File: config.mk
export PLATFORM = sky130hd
export DESIGN_NAME = mips32_fetch_queue
export DESIGN_NICKNAME = d
export VERILOG_FILES = /design/src/rtl/mips32_fetch_queue.sv
export SDC_FILE = /design/constraint.sdc
export NUM_CORES = 1
export LEC_CHECK = 0
export ABC_CLOCK_PERIOD_IN_PS = 3300
export BUFFER_PORTS_ARGS = -buffer_cell sky130_fd_sc_hd__buf_4
export CAP_MARGIN = 20
export CORE_ASPECT_RATIO = 1.25
export CORE_MARGIN = 3
export CORE_UTILIZATION = 39
export CTS_BUF_LIST = sky130_fd_sc_hd__clkbuf_8
export DETAILED_ROUTE_END_ITERATION = 8
export PLACE_DENSITY = 0.7
export SYNTH_ARGS = -nofsm -noshare
export SYNTH_HDL_FRONTEND = slang
export SYNTH_SLANG_ARGS = --single-unit
File: constraint.sdc
create_clock -name clk1 -period 3.3 [get_ports clk1]
set_input_delay 0.165 -clock clk1 [delete_from_list [all_inputs] [get_ports clk1]]
set_output_delay 0.165 -clock clk1 [all_outputs]
set_load 0.01 [all_outputs]
File: src/rtl/mips32_fetch_queue.sv
// Instruction-fetch front end: synchronous imem port feeding a small prefetch
// FIFO that presents {IR, NPC} pairs to decode over valid/ready.
// Taken-branch redirect flushes everything in the same cycle; halt only
// stops new requests while the queue keeps draining.
module mips32_fetch_queue #(
  parameter int              DEPTH    = 4,   // power of 2, >= 2
  parameter int              AW       = 10,  // word-address width, <= 32
  parameter logic [AW-1:0]   RESET_PC = '0
) (
  input  logic                     clk1,
  input  logic                     rst,
  output logic                     imem_req,
  output logic [AW-1:0]            imem_addr,
  input  logic [31:0]              imem_rdata,
  input  logic                     redirect,
  input  logic [AW-1:0]            redirect_pc,
  input  logic                     halt,
  output logic                     id_valid,
  output logic [31:0]              id_ir,
  output logic [31:0]              id_npc,
  input  logic                     id_ready,
  output logic [$clog2(DEPTH):0]   count
);

  localparam int PW = $clog2(DEPTH);
  localparam int CW = PW + 1;

  logic [AW-1:0] pc_q, pc_d;
  logic          inflight_q, inflight_d;
  logic [AW-1:0] inflight_npc_q, inflight_npc_d;
  logic [PW-1:0] rd_ptr_q, rd_ptr_d;
  logic [PW-1:0] wr_ptr_q, wr_ptr_d;
  logic [CW-1:0] count_q, count_d;

  // Entry storage carries no reset: pointers and count define what is live.
  logic [31:0]   fifo_ir_q  [DEPTH];
  logic [AW-1:0] fifo_npc_q [DEPTH];

  logic          issue, push, pop, valid;
  logic [CW:0]   occupancy;

  // Issue/push/pop decisions and next-state; redirect overrides everything.
  always_comb begin
    // The in-flight word already owns a slot, so it counts toward occupancy.
    occupancy = {1'b0, count_q} + {{CW{1'b0}}, inflight_q};
    issue     = !rst && !halt && !redirect && (occupancy < (CW+1)'(DEPTH));
    valid     = (count_q != '0) && !redirect;
    pop       = valid && id_ready;
    push      = inflight_q && !redirect;

    pc_d           = pc_q;
    inflight_d     = inflight_q;
    inflight_npc_d = inflight_npc_q;
    rd_ptr_d       = rd_ptr_q;
    wr_ptr_d       = wr_ptr_q;
    count_d        = count_q;

    if (redirect) begin
      // Flush: drop queued and in-flight words, refetch from the target.
      pc_d       = redirect_pc;
      inflight_d = 1'b0;
      rd_ptr_d   = '0;
      wr_ptr_d   = '0;
      count_d    = '0;
    end else begin
      if (push) wr_ptr_d = wr_ptr_q + PW'(1);
      if (pop)  rd_ptr_d = rd_ptr_q + PW'(1);
      case ({push, pop})
        2'b10:   count_d = count_q + CW'(1);
        2'b01:   count_d = count_q - CW'(1);
        default: count_d = count_q;
      endcase
      if (issue) begin
        inflight_d     = 1'b1;
        inflight_npc_d = pc_q + AW'(1);
        pc_d           = pc_q + AW'(1);
      end else begin
        inflight_d     = 1'b0;
      end
    end
  end

  // Control state with asynchronous reset.
  always_ff @(posedge clk1 or posedge rst) begin
    if (rst) begin
      pc_q           <= RESET_PC;
      inflight_q     <= 1'b0;
      inflight_npc_q <= '0;
      rd_ptr_q       <= '0;
      wr_ptr_q       <= '0;
      count_q        <= '0;
    end else begin
      pc_q           <= pc_d;
      inflight_q     <= inflight_d;
      inflight_npc_q <= inflight_npc_d;
      rd_ptr_q       <= rd_ptr_d;
      wr_ptr_q       <= wr_ptr_d;
      count_q        <= count_d;
    end
  end

  // Capture the returning imem word alongside its fall-through address.
  always_ff @(posedge clk1) begin
    if (push) begin
      fifo_ir_q[wr_ptr_q]  <= imem_rdata;
      fifo_npc_q[wr_ptr_q] <= inflight_npc_q;
    end
  end

  assign imem_req  = issue;
  assign imem_addr = pc_q;
  assign id_valid  = valid;
  assign id_ir     = fifo_ir_q[rd_ptr_q];
  assign id_npc    = {{(32-AW){1'b0}}, fifo_npc_q[rd_ptr_q]};
  assign count     = count_q;

endmodule
-- Word-level counts from Yosys, hierarchy flattened
Memories as Yosys holds them, arrays and structs flattened.
Cells that the tools add are included.
- output and inout port bits: 79
- bits of input ports: 47
- bits in writable memories: 168
- memories kept: 2
- word-level logic and storage cells: 45
- bits in registers: 28
- bitwise operators: 1
- order comparisons: 1
- equality and inequality tests: 2
- multiplexer cells: 12
- reduce and logical (&&, ||, !) cells: 15
- add/sub/neg operators: 6
- memories (memory ; depth ; bits a word ; rd ports ; clocked after memory_dff ; wr ports ; RTL line ; text):
    fifo_ir_q ; 4 ; 32 ; 1 ; 0 ; 1 ; 36 ; logic [31:0] fifo_ir_q [DEPTH];
    fifo_npc_q ; 4 ; 10 ; 1 ; 0 ; 1 ; 37 ; logic [AW-1:0] fifo_npc_q [DEPTH];
- operators by type and width (cell ; number):
    10-bit 2-to-1 mux ; 2
    10-bit by 1-bit adder with 10-bit output (second input constant) ; 1
    2-bit 2-to-1 mux ; 4
    1-bit logical AND ; 6
    3-bit case mux with 2 select lines ; 1
    2-bit nonzero test ; 3
    3-bit nonzero test ; 2
    2-bit by 1-bit adder with 2-bit output (second input constant) ; 2
    3-bit by 1-bit adder with 4-bit output ; 1
    4-bit by 3-bit < comparator with 1-bit output (second input constant) ; 1
    1-bit 2-to-1 mux ; 4
    3-bit by 1-bit adder with 3-bit output (second input constant) ; 1
    1-bit zero test ; 3
    3-bit 2-to-1 mux ; 1
    3-bit by 1-bit subtractor with 3-bit output (second input constant) ; 1
    2-bit by 1-bit == test with 1-bit output (second input constant) ; 1
    2-bit == test (second input constant) ; 1
    2-bit AND reduction ; 1
    1-bit inverter ; 1

-- Depth between registers and ports, before layout
- depth in word-level cells: 6
- gate-level depth with buffers: 8
- depth with buffers taken out: 7

-- Least setup slack after synthesis
OpenSTA, ideal clock, no wires.
- path type: reg-to-reg
- from: register inflight_q
- to: memory fifo_ir_q[0][0], enable pin
- library setup time: 0.404 ns
- cell stages (with the launch flop): 4
- required time: 2.896 ns
- data arrival time: 1.938 ns
- buffers on the path: 1
- period minus slack after synthesis: 2.342 ns
- setup slack: 0.958 ns
- cells stage by stage: dfrtp_1 > clkbuf_1 > nor2b_1 > and2_1
- word-level cells in the longest chain between the ends: 3
- ends and longest elaborated chain (what ; RTL line ; text):
    start, declared ; 29 ; logic inflight_q, inflight_d;
    start signal, assigned ; 94 ; inflight_q <= inflight_d;
    1-bit logical AND ; 49 ; push = inflight_q && !redirect;
    1-bit 2-to-1 mux ; 104 ; if (push) begin
    1-bit 2-to-1 mux (implied by the code) ; 105 ; fifo_ir_q[wr_ptr_q] <= imem_rdata;
    end, declared ; 36 ;
No other way between the ends.

-- Worst setup path in the final report
- from: register rd_ptr_q[0]
- to: output id_npc[4]
- word-level cells in the longest chain between the ends: 1
- ends and longest elaborated chain (what ; RTL line ; text):
    start, declared ; 31 ; logic [PW-1:0] rd_ptr_q, rd_ptr_d;
    start signal, assigned ; 96 ; rd_ptr_q <= rd_ptr_d;
    memory 4 x 10 bit ; -- ;
    end, declared ; 20 ; output logic [31:0] id_npc,
No other way between the ends.

==> reports/results.ini <==
[route]
vias=4088
drt-wirelength-per-cell_um=17.01
ant_nets=0
post-route-drc-count=0
vias_per_cell=4.867
drtPass1Iterations=5
wirelength_um=14290
first_iter_violations=219

[setup_path]
cp_max_fo=44
start_kind=flop
ff2ff_setup_slack_ns=0.87
slowest_delay_ns=1.03
crit_buf_inv=1
critPathSlowestCell=dfrtp_4
path_cells=mux4_2 > buf_4
crit_type=reg2out
worstPathArrival_ns=2.29
crit_required_ns=3.13
end_kind=output port
cp_top_family=flip-flops

[yosys]
synth_top_area_cell=edfxtp_1
synthMuxAreaShare_pct=12.28
yosys_register_bits=196
synth_top_family_by_area=multiplexers
async_reset_ff_share_pct=14.29
yosysSeqAreaShare_pct=73.80
synth_edf_count=168
synth_xor_area_share_pct=1.350
synthFlopType=edfxtp_1
synthAdderAreaFrac_pct=1.061
synth_most_common_cell=edfxtp_1
yosys-top-cells-count=168 x edfxtp_1, 42 x mux4_2, 28 x dfrtp_1
netlist-cell-type-count=43
ys_top_cells_by_area=edfxtp_1 65%, mux4_2 12%, dfrtp_1 9.0%
syn_avg_cell_area_um2=19.03
synthCells=409
synth-compound-area-share_pct=3.118
netlist.area_leader.share_pct=64.80
ys_warn_count=0
synthSimpleGateAreaFrac_pct=4.468
syn_area_um2=7785

[power_and_ir_drop]
p_leak_nw=3.437
total_power_mw=4.854
p_per_area_nw_per_um2=502.9
peakVddDrop_v=0.0002425

[global_route]
grt_use_total_pct=13.61
antenna_found_initial=0
grt_pass1_vias=4302
grt_pass1_wl_um=22870
grt_overflow=0
grt_max_degree=45

[finish]
utilization_pct=49.39
final_layout_size_suffix_gt1_share_pct=33.74
nNetsFinal=615
num-fill-cells=1687
syn_to_final_growth_pct=23.98
antenna_cells=0

[die]
die_y_um=164.0
dieArea_um2=21700
rows=57
start_util_pct=39.84
chipWidth_um=132.4
coreArea_um2=19540
io_pins=126

[cts]
clk_pin_slew_ns=0.10
cts_root_buf=clkbuf_8
cts.sinks=196
clock_path_buffers=2
clk_latency_ns=0.45
cts-htree-levels=4
numCtsBuffers=17
post_cts_resized=0
cts_tree=yes

[run]
maxCapViolations=0

[sta]
drv_slew=0
slew-limit-headroom_pct=40.44
fin_ws_ns=0.8440
finalHoldViolCount=0
rsz0062_at_grt=no
fin_crit_sh_pct=74.43
fin_skew_ns=0.01628
setup_tns_ns=0
setup_violations=0
holdWs_ns=0.06330
worstMarginPinSlew_ns=0.8934
clock.fmax_mhz=407.2
fin_crit_ns=2.456

[placed_design]
io_buffers=103
hpwlAfterDp_um=9126
post-place-ws_ns=0.9561
gp_congestion=0.7959

[status]
status=completed

[hold_path]
min_path_type=in2reg

## through the flow
| stage | instances | instance area [um^2] |
|---|---|---|
| floorplan | 430 | 7864 |
| global placement | 764 | 8782 |
| detailed placement | 764 | 8782 |
| CTS | 839 | 9624 |
| global route | 840 | 9652 |
| finish | 840 | 9652 |
## worst register-to-register path, stage by stage (launching register included)
cell and delay [ns]:
dfrtp_1 0.49, or3_1 0.44, nand2_1 0.14, nor2_1 0.07, fa_1 0.40, nor4_1 0.40
a21oi_1 0.09, o31ai_1 0.30
## registers in the layout, summed over array words and instances (netlist names)
name	cells
fifo_ir_q	128
fifo_npc_q	40
imem_addr	10
inflight_npc_q	10
count	3
rd_ptr_q	2
wr_ptr_q	2
inflight_q	1
## layout by cell type (no fill, tap or decap), types with 2 or more instances in the layout
master / instances
a21o_1: 4
a21oi_1: 5
a221o_1: 6
a22oi_1: 4
and2_2: 4
and3_1: 2
buf_12: 2
buf_4: 107
bufinv_16: 2
clkbuf_8: 18
conb_1: 22
dfrtp_1: 26
dlygate4sd3_1: 43
edfxtp_1: 168
ha_1: 5
inv_1: 7
inv_4: 3
inv_6: 6
mux4_2: 42
nand2_1: 16
nand2b_1: 3
nand3_1: 9
nand4_1: 2
nor2_1: 15
nor2b_1: 3
nor3_1: 5
o21ai_0: 7
o21ai_1: 3
o21bai_1: 2
o31ai_1: 2
xnor2_1: 6
xor2_1: 6
## per-layer routing
layer	track usage [%]	part of all wire, %
met5	0	0
met4	4.253	1.2
met2	23.66	53
met1	16.54	41
met3	3.891	5.0
## kinds of logic after synthesis
| family | Yosys count |
|---|---|
| AOI/OAI and AO/OA | 35 |
| xor gates and xnor gates | 12 |
| adders and majority gates | 6 |
| buffers and inverters | 48 |
| DFF | 196 |
| muxes | 43 |
| other | 1 |
| and+or+nand+nor | 68 |
## report_power, final
group	switching, mW	internal, mW
clock network	0.850	0.720
logic	0.172	0.234
registers	0.101	2.78
total	1.12	3.73
## repair_timing
action                    CTS  global route
hold endpoints to repair  156             0
hold buffers               43             0
buffers inserted            0             0
## final cells by class
| class | instances | area, um^2 | share of cell area, % |
|---|---|---|---|
| sequential | 196 | 5751 | 59.58 |
| multi-input combinational | 186 | 1822 | 18.87 |
| timing repair buffer | 153 | 1301 | 13.48 |
| tap | 265 | 331.6 | 3.435 |
| clock buffer | 18 | 247.7 | 2.567 |
| clock inverter | 14 | 163.9 | 1.698 |
| inverter | 8 | 35.03 | 0.3630 |
## final timing paths
path                                        start                end  cells past startpoint
min in group asynchronous                     rst           count[0]                      3
worst max register to register           count[0]           count[2]                      7
worst min register to register  inflight_npc_q[4]   fifo_npc_q[2][4]                      0
worst max-delay path                  rd_ptr_q[0]          id_npc[4]                      2
worst min-delay path                     redirect        rd_ptr_q[1]                      2
max in group asynchronous                     rst  inflight_npc_q[4]                      4
No activity file was read; power rests on OpenSTA's default activity.
